File: config.mk
export PLATFORM = sky130hd
export DESIGN_NAME = instruction_fetch_unit
export DESIGN_NICKNAME = d
export VERILOG_FILES = /design/src/rtl/instruction_fetch_unit.sv
export SDC_FILE = /design/constraint.sdc
export NUM_CORES = 1
export LEC_CHECK = 0
export ABC_AREA = 1
export CAP_MARGIN = 20
export CORE_ASPECT_RATIO = 2
export CORE_MARGIN = 2
export CORE_UTILIZATION = 40
export CTS_CLUSTER_SIZE = 40
export DETAILED_ROUTE_END_ITERATION = 7
export DONT_BUFFER_PORTS = 1
export PLACE_DENSITY = 0.67
export SKIP_LAST_GASP = 1
export SLEW_MARGIN = 20
export SYNTH_ARGS = -nofsm -noshare
export SYNTH_HDL_FRONTEND = slang
export SYNTH_SLANG_ARGS = --single-unit
File: constraint.sdc
create_clock -name clk -period 1.45 [get_ports clk]
set_input_delay 0.29 -clock clk [delete_from_list [all_inputs] [get_ports clk]]
set_output_delay 0.29 -clock clk [all_outputs]
set_load 0.05 [all_outputs]
File: src/rtl/instruction_fetch_unit.sv
// Fetch stage: owns the PC, reads instruction memory, and feeds decode
// through a 2-entry buffer with valid/ready handshake and redirect flush.
module instruction_fetch_unit #(
   parameter logic [31:0] RESET_PC = 32'h0000_0000
) (
   input  logic        clk,
   input  logic        rst_n,
   output logic [31:0] readAddress,
   input  logic [31:0] instruction,
   input  logic        fetchEnable,
   input  logic        redirectValid,
   input  logic [31:0] redirectTarget,
   output logic        instrValid,
   input  logic        instrReady,
   output logic [31:0] instrOut,
   output logic [31:0] instrPc
);

   typedef struct packed {
      logic [31:0] pc;
      logic [31:0] word;
   } entry_t;

   entry_t      fifo [2];
   logic [31:0] fetch_pc;
   logic [1:0]  count;
   logic        rd_ptr;
   logic        wr_ptr;
   logic        pop;
   logic        capture;

   assign instrValid  = (count != 2'd0);
   assign pop         = instrValid & instrReady;
   assign capture     = fetchEnable & ~redirectValid
                      & ((count != 2'd2) | pop);
   assign readAddress = fetch_pc;
   assign instrOut    = fifo[rd_ptr].word;
   assign instrPc     = fifo[rd_ptr].pc;

   // Redirect wins: flush pointers and count, restart at aligned target.
   always_ff @(posedge clk or negedge rst_n) begin
      if (!rst_n) begin
         fetch_pc <= RESET_PC;
         count    <= 2'd0;
         rd_ptr   <= 1'b0;
         wr_ptr   <= 1'b0;
      end else if (redirectValid) begin
         fetch_pc <= {redirectTarget[31:2], 2'b00};
         count    <= 2'd0;
         rd_ptr   <= 1'b0;
         wr_ptr   <= 1'b0;
      end else begin
         if (capture) begin
            fetch_pc <= fetch_pc + 32'd4;
            wr_ptr   <= ~wr_ptr;
         end
         if (pop) begin
            rd_ptr <= ~rd_ptr;
         end
         count <= count + {1'b0, capture} - {1'b0, pop};
      end
   end

   always_ff @(posedge clk or negedge rst_n) begin
      if (!rst_n) begin
         fifo[0] <= '0;
         fifo[1] <= '0;
      end else if (capture) begin
         fifo[wr_ptr] <= '{pc: fetch_pc, word: instruction};
      end
   end

endmodule

==> run_results.csv, run 1 <==
group,metric,value,unit
floorplan,die_w,103,um
place,dp_cells,1325,
timing,slew_violations,0,
power_and_ir_drop,leakage,0.00596,uW
route,wl_per_cell,20.6,um
timing,fin_ws,-0.366,ns
setup_path,crit_fanout,19,
power_and_ir_drop,p_per_area,1960,nW/um^2
setup_path,crit_arrival,1.53,ns
setup_path,crit_type,"reg2out",
clocking,clk_pin_slew,0.07,ns
setup_path,setup.worst_path.start,"rd_ptr$_DFFE_PN0P_",
timing,max_freq,551,MHz
grt,antenna_found_initial,0,
clocking,cts.sinks,158,
finish,stdcell_area,12700,sq um
place,gp_routability_congestion,0.916,
status,violations,"negative hold slack, negative setup slack",
job,drv_cap,0,
finish,layout.cells.non_filler,1442,
synth,synth-seq-cells,158,
finish,layout_common_cells,"nand2_1 (269), dfrtp_1 (133), nand2_2 (103)",
clocking,cts.path.max_buffers,2,
clocking,cts_root_buf,"clkbuf_16",
grt,grt_pass1_vias,7024,
clocking,cts_hold_repair.buffers,8,
clocking,cts_inserted_buffers,17,
setup_path,critPathRequiredTime,1.16,ns
synth,netlist_instances,1014,
timing,period_share,125,%
finish,layout_commonest_cell,"nand2_1",
route,ant_nets,0,
setup_path,rrSetupSlack,-0.14,ns
finish,nets,1242,
synth,synth-seq-area-share,50.9,%
synth,avgSynthCellArea,7.66,sq um
finish,layout-drive-gt1-share,47.0,%
setup_path,critPathMaxStageDelay,0.45,ns
setup_path,endpoint_kind,"primary output",
route,dr.pass1.iters,5,
route,viasPerCell,5.34,
place,pre_cts_ws,-0.0918,ns
finish,num_antenna_cells,0,
grt,grt_overflow,0,
route,drt_iter0_markers,408,
grt,grt_max_degree,159,
timing,fin_crit,1.82,ns
setup_path,r2r_cells,9,
min_path,hold_class,"in2async",
finish,synthToLayoutAreaGrowth,62.9,%
setup_path,r2r_start,"count[0]$_DFF_PN0_",
setup_path,cp_num_cells,5,
place,hpwlAfterDp,14600,um
floorplan,placementRows,72,
timing,hold_ws,-0.443,ns
power_and_ir_drop,vdd_drop_max,0.00104,V
setup_path,cp-endpoint,"instrPc[2]",
timing,final-hold-violation-count,158,
setup_path,cp_num_buf_inv,3,
setup_path,critPathTopFamily,"flip-flops",
floorplan,die_height,201,um
floorplan,dieArea,20600,sq um
synth,yosysWarnings,0,
clocking,htreeDepth,4,
floorplan,ios,166,
setup_path,worstPathCellList,"clkinv_4 -> buf_12 -> nand2_1 -> nand2_2 -> buf_12",
floorplan,core,19200,sq um
setup_path,setup.worst_path.start_class,"register",
place,port_buffers,0,
route,wirelength,29700,um
timing,rsz0062_at_grt,"true",
route,drcViolationCount,0,
setup_path,worst_path_max_delay_cell,"dfrtp_2",
clocking,cts_tree,"yes",
place,place_area,9320,sq um
setup_path,path_common_cell,"buf_12",
grt,grt_pass1_wl,35300,um
setup_path,r2r-end,"fifo[68]$_DFFE_PN0P_",
synth,synth_cell_types,32,
floorplan,start_util,40.5,%
synth,netlist_area,7770,sq um
status,status,"complete, but fails checks",
route,via_count,7705,
timing,final-setup-viol-count,214,
grt,track_usage,22.4,%
timing,skew,0.0106,ns
clocking,worstSkewPairLatency,0.42,ns
power_and_ir_drop,power.total,24700,uW
finish,fillers,1419,
-- logic make-up (layout without fill, tap and decap cells) --
logic type | after synthesis | in the layout | share of synthesized area (%)
XOR/XNOR | 7 | 7 | 0.789
AO/OA/AOI/OAI | 164 | 164 | 11.1
buffers and inverters | 146 | 306 | 8.97
adder cells (fa/ha/maj) | 3 | 3 | 0.483
AND/OR/NAND/NOR | 535 | 541 | 27.7
other | 1 | 4 | 0.0483
flip-flops | 158 | 158 | 50.9
-- registers in the layout, indices dropped and copies added, names as in the netlist --
| signal | count |
|---|---|
| fifo | 124 |
| readAddress | 30 |
| count | 2 |
| rd_ptr | 1 |
| wr_ptr | 1 |
-- cells in the mapped netlist --
| library cell | n | area share, % |
|---|---|---|
| a21oi_1 | 3 | 0.19 |
| and2_1 | 2 | 0.16 |
| buf_1 | 5 | 0.24 |
| buf_2 | 6 | 0.39 |
| buf_4 | 5 | 0.48 |
| buf_6 | 16 | 2.3 |
| clkbuf_1 | 20 | 0.97 |
| conb_1 | 1 | 0.048 |
| dfrtp_1 | 158 | 51 |
| ha_1 | 3 | 0.48 |
| inv_1 | 90 | 4.3 |
| inv_2 | 3 | 0.14 |
| inv_4 | 1 | 0.081 |
| nand2_1 | 438 | 21 |
| nand2_2 | 4 | 0.32 |
| nand2_4 | 3 | 0.43 |
| nand3_1 | 42 | 2.7 |
| nand3b_1 | 1 | 0.097 |
| nor2_1 | 34 | 1.6 |
| nor2_2 | 3 | 0.24 |
| nor2_4 | 5 | 0.72 |
| nor3_1 | 2 | 0.13 |
| o211ai_1 | 5 | 0.48 |
| o21ai_0 | 26 | 1.7 |
| o21ai_1 | 120 | 7.7 |
| o21ai_2 | 5 | 0.56 |
| o21bai_1 | 3 | 0.29 |
| o221ai_1 | 1 | 0.11 |
| o22ai_1 | 1 | 0.081 |
| or2_2 | 1 | 0.081 |
| xnor2_1 | 2 | 0.23 |
| xor2_1 | 5 | 0.56 |
-- stage by stage --
step	util (%)	TNS, ns
after global routing	65.9	-42.88
final	65.9	-29.02
after CTS	54.5	-20.41
after floorplan	-	-0.459
after detailed placement	48.6	-0.155
after global placement	48.6	-0.104
-- final cells by class --
type	count	area (sq um)	share of cell area, %
Clock buffer	18	439	3.47
Clock inverter	14	131	1.04
Multi-Input combinational cell	719	4620	36.5
Tap cell	259	324	2.56
Inverter	94	382	3.02
Timing Repair Buffer	180	2770	21.9
Sequential cell	158	3990	31.5
-- how the worst min path moves through the flow --
stage	start	to	slack, ns	cells after the start
3_5_place_dp	rst_n	count[1]$_DFF_PN0_	-0.003	0
5_1_grt	rst_n	count[0]$_DFF_PN0_	-0.47	0
3_3_place_gp	rst_n	count[0]$_DFF_PN0_	-0.003	0
4_1_cts	rst_n	count[1]$_DFF_PN0_	-0.46	0
6_report	rst_n	count[1]$_DFF_PN0_	-0.44	0
2_1_floorplan	rst_n	count[0]$_DFF_PN0_	-0.006	0
-- power by group --
part,switching (uW),leakage [uW],total (uW),internal [uW]
Combinational,7830,0.00375,13100,5290
Sequential,1330,0.00194,7270,5950
Clock,1920,0.000270,4350,2430
-- metal layers --
| layer | wire length [um] | track usage, % |
|---|---|---|
| met1 | 10100 | 24.3 |
| met2 | 16500 | 39.4 |
| met3 | 1160 | 3.37 |
| met4 | 1860 | 13.7 |
| met5 | 0 | 0 |
-- timing repair --
| action | 4_1_cts | 5_1_grt |
|---|---|---|
| cloned | 5 | 46 |
| endpoints found under the setup margin | 81 | 218 |
| setup buffers | 8 | 19 |
| pin swaps | 22 | 52 |
| gates resized for setup | 71 | 319 |
| hold endpoints to repair | 166 | 158 |
Note: power is estimated with default switching activity, not from simulation.
==> inputs of run 2 (changes only) <==
Settings changed: CTS_BUF_LIST from default to sky130_fd_sc_hd__clkbuf_4.
==> run 2 against run 1 <==
  * Utilization increased by 5.3 points
  * Sequential share of layout area is 2.4 points lower
  * Count of clock-buffer cells in the layout is 1 lower
  * Clock power is 39% lower
  * Setup slack got worse by 0.19 ns
  * Largest cell class unchanged
  * Final cell count grew 7.2%
  * The run still ends with negative hold slack, negative setup slack left
  * Wire length grew 7.9%
  * Register-to-register slack worse by 0.10 ns
  * Combinational power increased by 8%
  * Global-route usage grew 3.4 points
  * Critical path depth is the same
  * Die area did not move
==> run_results.csv, run 2 (synthesis results as in run 1) <==
group,metric,value,unit
status,status,"complete, but fails checks",
status,violations,"negative hold slack, negative setup slack",
timing,fin_crit,2.00,ns
finish,largest_reg_flops,124,
setup_path,r2r_start,"count[1]$_DFF_PN0_",
grt,grt_use_met2,45.6,%
power_and_ir_drop,leakage,0.00647,uW
route,dr.pass1.iters,5,
grt,grt_busiest_layer,"met2",
clocking,cts_hold_repair.buffers,64,
finish,largest_register,"fifo",
grt,grtUsageMet3,3.51,%
clocking,cts.path.max_buffers,2,
setup_path,critPathRequiredTime,1.16,ns
floorplan,core,19200,sq um
route,viasPerCell,5.41,
floorplan,start_util,40.5,%
setup_path,crit_type,"reg2out",
timing,skew,0.0366,ns
floorplan,ios,166,
place,port_buffers,0,
setup_path,endpoint_kind,"primary output",
setup_path,crit_fanout,16,
power_and_ir_drop,p_comb_share,58.6,%
clocking,worstSkewPairLatency,0.61,ns
place,pre_cts_ws,-0.0918,ns
route,wl_per_cell,20.7,um
grt,use_met1,26.9,%
min_path,hold_class,"in2async",
timing,rsz0062_at_grt,"true",
finish,synthToLayoutAreaGrowth,76.1,%
route,drcViolationCount,0,
floorplan,dieArea,20600,sq um
power_and_ir_drop,cell_internal_pwr,12700,uW
floorplan,die_w,103,um
setup_path,crit_arrival,1.71,ns
finish,layout-drive-gt1-share,48.8,%
place,gp_routability_congestion,0.916,
route,drt_iter0_markers,524,
timing,final-hold-violation-count,158,
floorplan,placementRows,72,
power_and_ir_drop,p_seq_share,30.4,%
power_and_ir_drop,p_per_area,1760,nW/um^2
grt,grt_overflow,0,
finish,seqCellArea,3990,sq um
timing,max_freq,499,MHz
grt,track_usage,25.7,%
finish,layout_common_cells,"nand2_1 (239), dfrtp_1 (133), nand2_2 (120)",
power_and_ir_drop,p_clk_share,11.0,%
job,drv_cap,0,
route,ant_nets,0,
power_and_ir_drop,p_switching,11300,uW
place,hpwlAfterDp,14600,um
grt,antenna_found_initial,1,
power_and_ir_drop,vdd_drop_max,0.00127,V
finish,nets,1345,
timing,final-setup-viol-count,246,
timing,slew_violations,0,
clocking,cts_root_buf,"clkbuf_4",
timing,period_share,138,%
finish,stdcell_area,13700,sq um
grt,grt_pass1_wl,40200,um
clocking,htreeDepth,4,
place,place_area,9320,sq um
timing,fin_ws,-0.555,ns
grt,grt_pass1_vias,7903,
power_and_ir_drop,swShare,47.1,%
floorplan,die_height,201,um
route,via_count,8363,
grt,grt_max_degree,159,
setup_path,setup.worst_path.start_class,"register",
timing,hold_ws,-0.659,ns
setup_path,rrSetupSlack,-0.24,ns
clocking,cts.sinks,158,
setup_path,r2r-end,"fifo[62]$_DFFE_PN0P_",
finish,multi_input_area,4660,sq um
finish,fillers,1247,
clocking,cts_inserted_buffers,17,
clocking,cts_tree,"yes",
route,wirelength,32000,um
clocking,clk_pin_slew,0.17,ns
finish,layout_commonest_cell,"nand2_1",
setup_path,r2r_cells,10,
==> run 2: changes by cell type in the layout (fill, tap and decap cells not counted), sizes merged, moves of 2 or more <==
cell         delta
buf            +59
dlygate4sd3    +55
clkbuf          -9
nand2           -4
inv             +2
==> run 2: critical path, cell delays in order (launching register included) <==
cell and delay [ns]:
dfrtp_2 0.47, buf_12 0.16, buf_12 0.16, nand2_1 0.09, nand2_2 0.08, buf_12 0.15
==> run 2: worst max-delay path by stage <==
stage	startpoint	endpoint	slack, ns	depth (start not counted)
3_5_place_dp	count[0]$_DFF_PN0_	count[1]$_DFF_PN0_	-0.09	8
5_1_grt	rd_ptr$_DFFE_PN0P_	instrPc[11]	-0.62	5
6_report	rd_ptr$_DFFE_PN0P_	instrPc[4]	-0.55	5
3_3_place_gp	count[0]$_DFF_PN0_	count[1]$_DFF_PN0_	-0.07	8
2_1_floorplan	count[0]$_DFF_PN0_	count[1]$_DFF_PN0_	-0.15	8
4_1_cts	rd_ptr$_DFFE_PN0P_	instrPc[16]	-0.60	6
==> run 2: final cells by class <==
type                            instances  area share [%]
Inverter                               94            2.80
Antenna cell                            1          0.0183
Clock buffer                           17           0.933
Multi-Input combinational cell        715            34.1
Sequential cell                       158            29.1
Tap cell                              259            2.37
Clock inverter                         15           0.988
Timing Repair inverter                  1          0.0823
Timing Repair Buffer                  286            29.6
==> run 2: repair_timing <==
action / CTS / global route
buffers inserted: 53 / 36
gates resized for setup: 135 / 372
hold endpoints to repair: 255 / 158
pin swaps: 28 / 60
gates cloned: 21 / 27
setup endpoints to repair: 159 / 250
==> run 2: metal layers <==
metal,routed length (um),up-vias
met5,0,-
met4,2270,0
met3,1500,129
met2,17400,367
met1,10900,4136
li1,-,3731
==> run 2: power groups by stage <==
stage                     sequential [uW]  combinational [uW]  clock [uW]
after floorplan                      7140                6190           0
after global placement               6790                9970           0
after detailed placement             6870               10100           0
after CTS                            6750               12100        2650
after global routing                 7480               14700        2870
final                                7300               14100        2640
==> run 2: through the flow <==
| stage | TNS (ns) | hold WS, ns | instances | utilization (%) | power (uW) |
|---|---|---|---|---|---|
| after floorplan | -0.459 | -0.00559 | 1017 | - | 13300 |
| after global placement | -0.104 | -0.00260 | 1325 | 48.6 | 16800 |
| after detailed placement | -0.155 | -0.00276 | 1325 | 48.6 | 17000 |
| after CTS | -54.88 | -0.676 | 1495 | 61.6 | 21500 |
| after global routing | -69.50 | -0.702 | 1546 | 71.3 | 25100 |
| final | -54.17 | -0.659 | 1546 | 71.3 | 24000 |
==> inputs of run 3 (changes only) <==
Settings changed: ABC_AREA 1 to default.
==> run 3 against run 2 <==
  * The run still ends with negative hold slack, negative setup slack left
  * Clock power up 8.7%
  * Sequential share of layout area grew 4.7 points
  * Hold slack gained 0.016 ns
==> run_results.csv, run 3 <==
group,metric,value,unit
clocking,cts_tree,"yes",
power_and_ir_drop,swShare,43.4,%
power_and_ir_drop,leakage,0.00532,uW
setup_path,r2r_start,"readAddress[12]$_DFFE_PN0P_",
route,viasPerCell,5.83,
synth,ys.flop_type,"dfrtp_1",
grt,antenna_found_initial,2,
finish,largest_register,"fifo",
clocking,cts_inserted_buffers,17,
setup_path,cp_num_buf_inv,1,
power_and_ir_drop,p_comb_share,53.9,%
status,status,"complete, but fails checks",
finish,stdcell_area,11800,sq um
timing,final-hold-violation-count,158,
synth,avgSynthCellArea,12.6,sq um
place,hpwlAfterDp,14400,um
floorplan,die_w,101,um
clocking,clk_pin_slew,0.18,ns
timing,rsz0062_at_grt,"true",
route,ant_nets,0,
synth,netlist_instances,593,
setup_path,critPathTopFamily,"flip-flops",
job,drv_cap,0,
synth,synth_edf_count,0,
setup_path,critPathMaxStageDelay,0.55,ns
finish,fillers,1230,
place,place_area,9120,sq um
clocking,cts.sinks,158,
timing,hold_ws,-0.644,ns
grt,grt_pass1_vias,6429,
clocking,cts_root_buf,"clkbuf_4",
finish,layout.cells.non_filler,1025,
floorplan,start_util,40.8,%
setup_path,critPathRequiredTime,1.16,ns
grt,grt_max_degree,159,
clocking,worstSkewPairLatency,0.61,ns
floorplan,die_height,197,um
finish,synthToLayoutAreaGrowth,57.9,%
finish,nets,867,
synth,synth-seq-area-share,53.0,%
timing,slew_violations,0,
setup_path,crit_arrival,1.82,ns
setup_path,r2r_cells,5,
clocking,cts.path.max_buffers,2,
setup_path,r2r-end,"readAddress[27]$_DFFE_PN0P_",
synth,synth-seq-cells,158,
place,port_buffers,0,
synth,yosysWarnings,0,
route,wirelength,25800,um
finish,layout-drive-gt1-share,57.8,%
route,drt_iter0_markers,258,
place,gp_routability_congestion,0.869,
floorplan,dieArea,19800,sq um
grt,track_usage,25.4,%
timing,max_freq,474,MHz
finish,largest_reg_flops,124,
synth,synth_top_area_share,53.0,%
route,drcViolationCount,0,
setup_path,worst_path_max_delay_cell,"dfrtp_4",
synth,synth_area_leader_cell,"dfrtp_1",
floorplan,ios,166,
synth,netlist_area,7470,sq um
power_and_ir_drop,p_per_area,1860,nW/um^2
synth,yosysMostFrequentCell,"mux2_2",
power_and_ir_drop,p_seq_share,33.0,%
synth,synth_common_cells,"mux2_2 (181), dfrtp_1 (158), nand2_1 (34)",
clocking,htreeDepth,4,
floorplan,placementRows,70,
setup_path,rrSetupSlack,-0.48,ns
setup_path,worstPathCellList,"buf_12 -> mux2_4",
grt,grt_pass1_wl,37900,um
setup_path,crit_type,"reg2out",
power_and_ir_drop,p_switching,9520,uW
synth,synth_cell_types,48,
finish,layout_commonest_cell,"mux2_4",
place,dp_cells,862,
route,wl_per_cell,25.2,um
synth,ys_async_sr_fraction,100,%
timing,skew,0.0494,ns
route,dr.pass1.iters,4,
status,violations,"negative hold slack, negative setup slack",
setup_path,setup.worst_path.start_class,"register",
grt,grt_overflow,0,
finish,layout_common_cells,"mux2_4 (178), dfrtp_1 (130), dlygate4sd3_1 (65)",
timing,period_share,145,%
synth,synthTopCellsByArea,"dfrtp_1 (53%), mux2_2 (27%), nand2_1 (1.7%), or4_1 (1.3%), clkbuf_1 (1.2%)",
min_path,hold_class,"in2async",
power_and_ir_drop,cell_internal_pwr,12400,uW
setup_path,endpoint_kind,"primary output",
timing,fin_ws,-0.659,ns
route,via_count,5980,
timing,fin_crit,2.11,ns
timing,final-setup-viol-count,250,
power_and_ir_drop,p_clk_share,13.1,%
floorplan,core,18300,sq um
power_and_ir_drop,vdd_drop_max,0.00133,V
setup_path,crit_fanout,25,
-- run 3: cell count changes after synthesis, moves of 11 or more --
| cell | delta |
|---|---|
| buf_6 | -14 |
| mux2_2 | +181 |
| nor2_1 | -15 |
| nand2_1 | -404 |
| o21ai_1 | -120 |
| or4_1 | +13 |
| nand4_1 | +11 |
| a31oi_1 | +12 |
| nand3_1 | -25 |
| inv_1 | -83 |
-- run 3: timing repair --
| item | 4_1_cts | 5_1_grt |
|---|---|---|
| endpoints found under the hold margin | 256 | 159 |
| gates cloned | 16 | 1 |
| setup buffers | 37 | 33 |
| resized for setup | 169 | 85 |
| setup endpoints to repair | 250 | 250 |
| pin swaps | 45 | 48 |
| hold buffers | 65 | 1 |
-- run 3: power by group through the flow --
stage,combinational (uW),clock [uW],sequential [uW]
after detailed placement,10200,0,7200
after CTS,11600,2900,7160
after floorplan,8610,0,7180
after global placement,10000,0,7030
final,11800,2870,7250
after global routing,12300,3080,7420
-- run 3: logic make-up after synthesis --
kind of cell,count (synthesis),synth area share [%]
other,1,0.0502
multiplexers,182,27.4
XOR/XNOR,12,1.41
AO/OA/AOI/OAI,54,4.69
buffers and inverters,51,3.10
flip-flops,158,53.0
adder cells (fa/ha/maj),3,0.503
AND/OR/NAND/NOR,132,9.85
-- run 3: how the worst max path moves through the flow --
stage / slack, ns / cells after the start / from / endpoint
2_1_floorplan: -0.68 / 5 / readAddress[13]$_DFFE_PN0P_ / readAddress[31]$_DFFE_PN0P_
3_3_place_gp: -0.40 / 5 / readAddress[5]$_DFFE_PN0P_ / readAddress[18]$_DFFE_PN0P_
3_5_place_dp: -0.46 / 5 / readAddress[5]$_DFFE_PN0P_ / readAddress[27]$_DFFE_PN0P_
4_1_cts: -0.69 / 2 / rd_ptr$_DFFE_PN0P_ / instrOut[16]
5_1_grt: -0.72 / 2 / rd_ptr$_DFFE_PN0P_ / instrOut[26]
6_report: -0.66 / 2 / rd_ptr$_DFFE_PN0P_ / instrOut[26]
-- run 3: cell type report --
class	instances	area, sq um	share of cell area, %
inverters	7	28.8	0.244
clock buffers	18	135	1.15
diodes	1	2.50	0.0212
multi-input cells	387	4440	37.7
clock inverters	14	158	1.34
flip-flops and latches	158	3990	33.9
well taps	216	270	2.29
repair buffers	224	2760	23.4
-- run 3: stage by stage --
stage	TNS [ns]	setup slack, ns	power (uW)	utilization [%]	hold slack [ns]
6_report	-102.85	-0.659	22000	64.4	-0.644
5_1_grt	-112.49	-0.716	22800	64.4	-0.677
4_1_cts	-104.22	-0.689	21700	63.0	-0.666
3_5_place_dp	-43.61	-0.461	17400	49.8	0.000454
3_3_place_gp	-39.13	-0.403	17100	49.8	-0.00107
2_1_floorplan	-32.47	-0.677	15800	-	-0.00559
-- run 3: per-layer routing --
| layer | vias to the layer above | track usage (%) | wire length (um) |
|---|---|---|---|
| li1 | 2557 | - | - |
| met1 | 3043 | 27.5 | 9080 |
| met2 | 296 | 45.7 | 14000 |
| met3 | 84 | 4.92 | 1390 |
| met4 | 0 | 13.1 | 1330 |
| met5 | - | 0 | 0 |
-- run 3: worst reg2reg max path: stages, from the launching register on --
cell and delay [ns]:
dfrtp_2 0.43, nand3_4 0.07, or3_4 0.47, buf_12 0.17, or4_4 0.53, a31oi_4 0.19
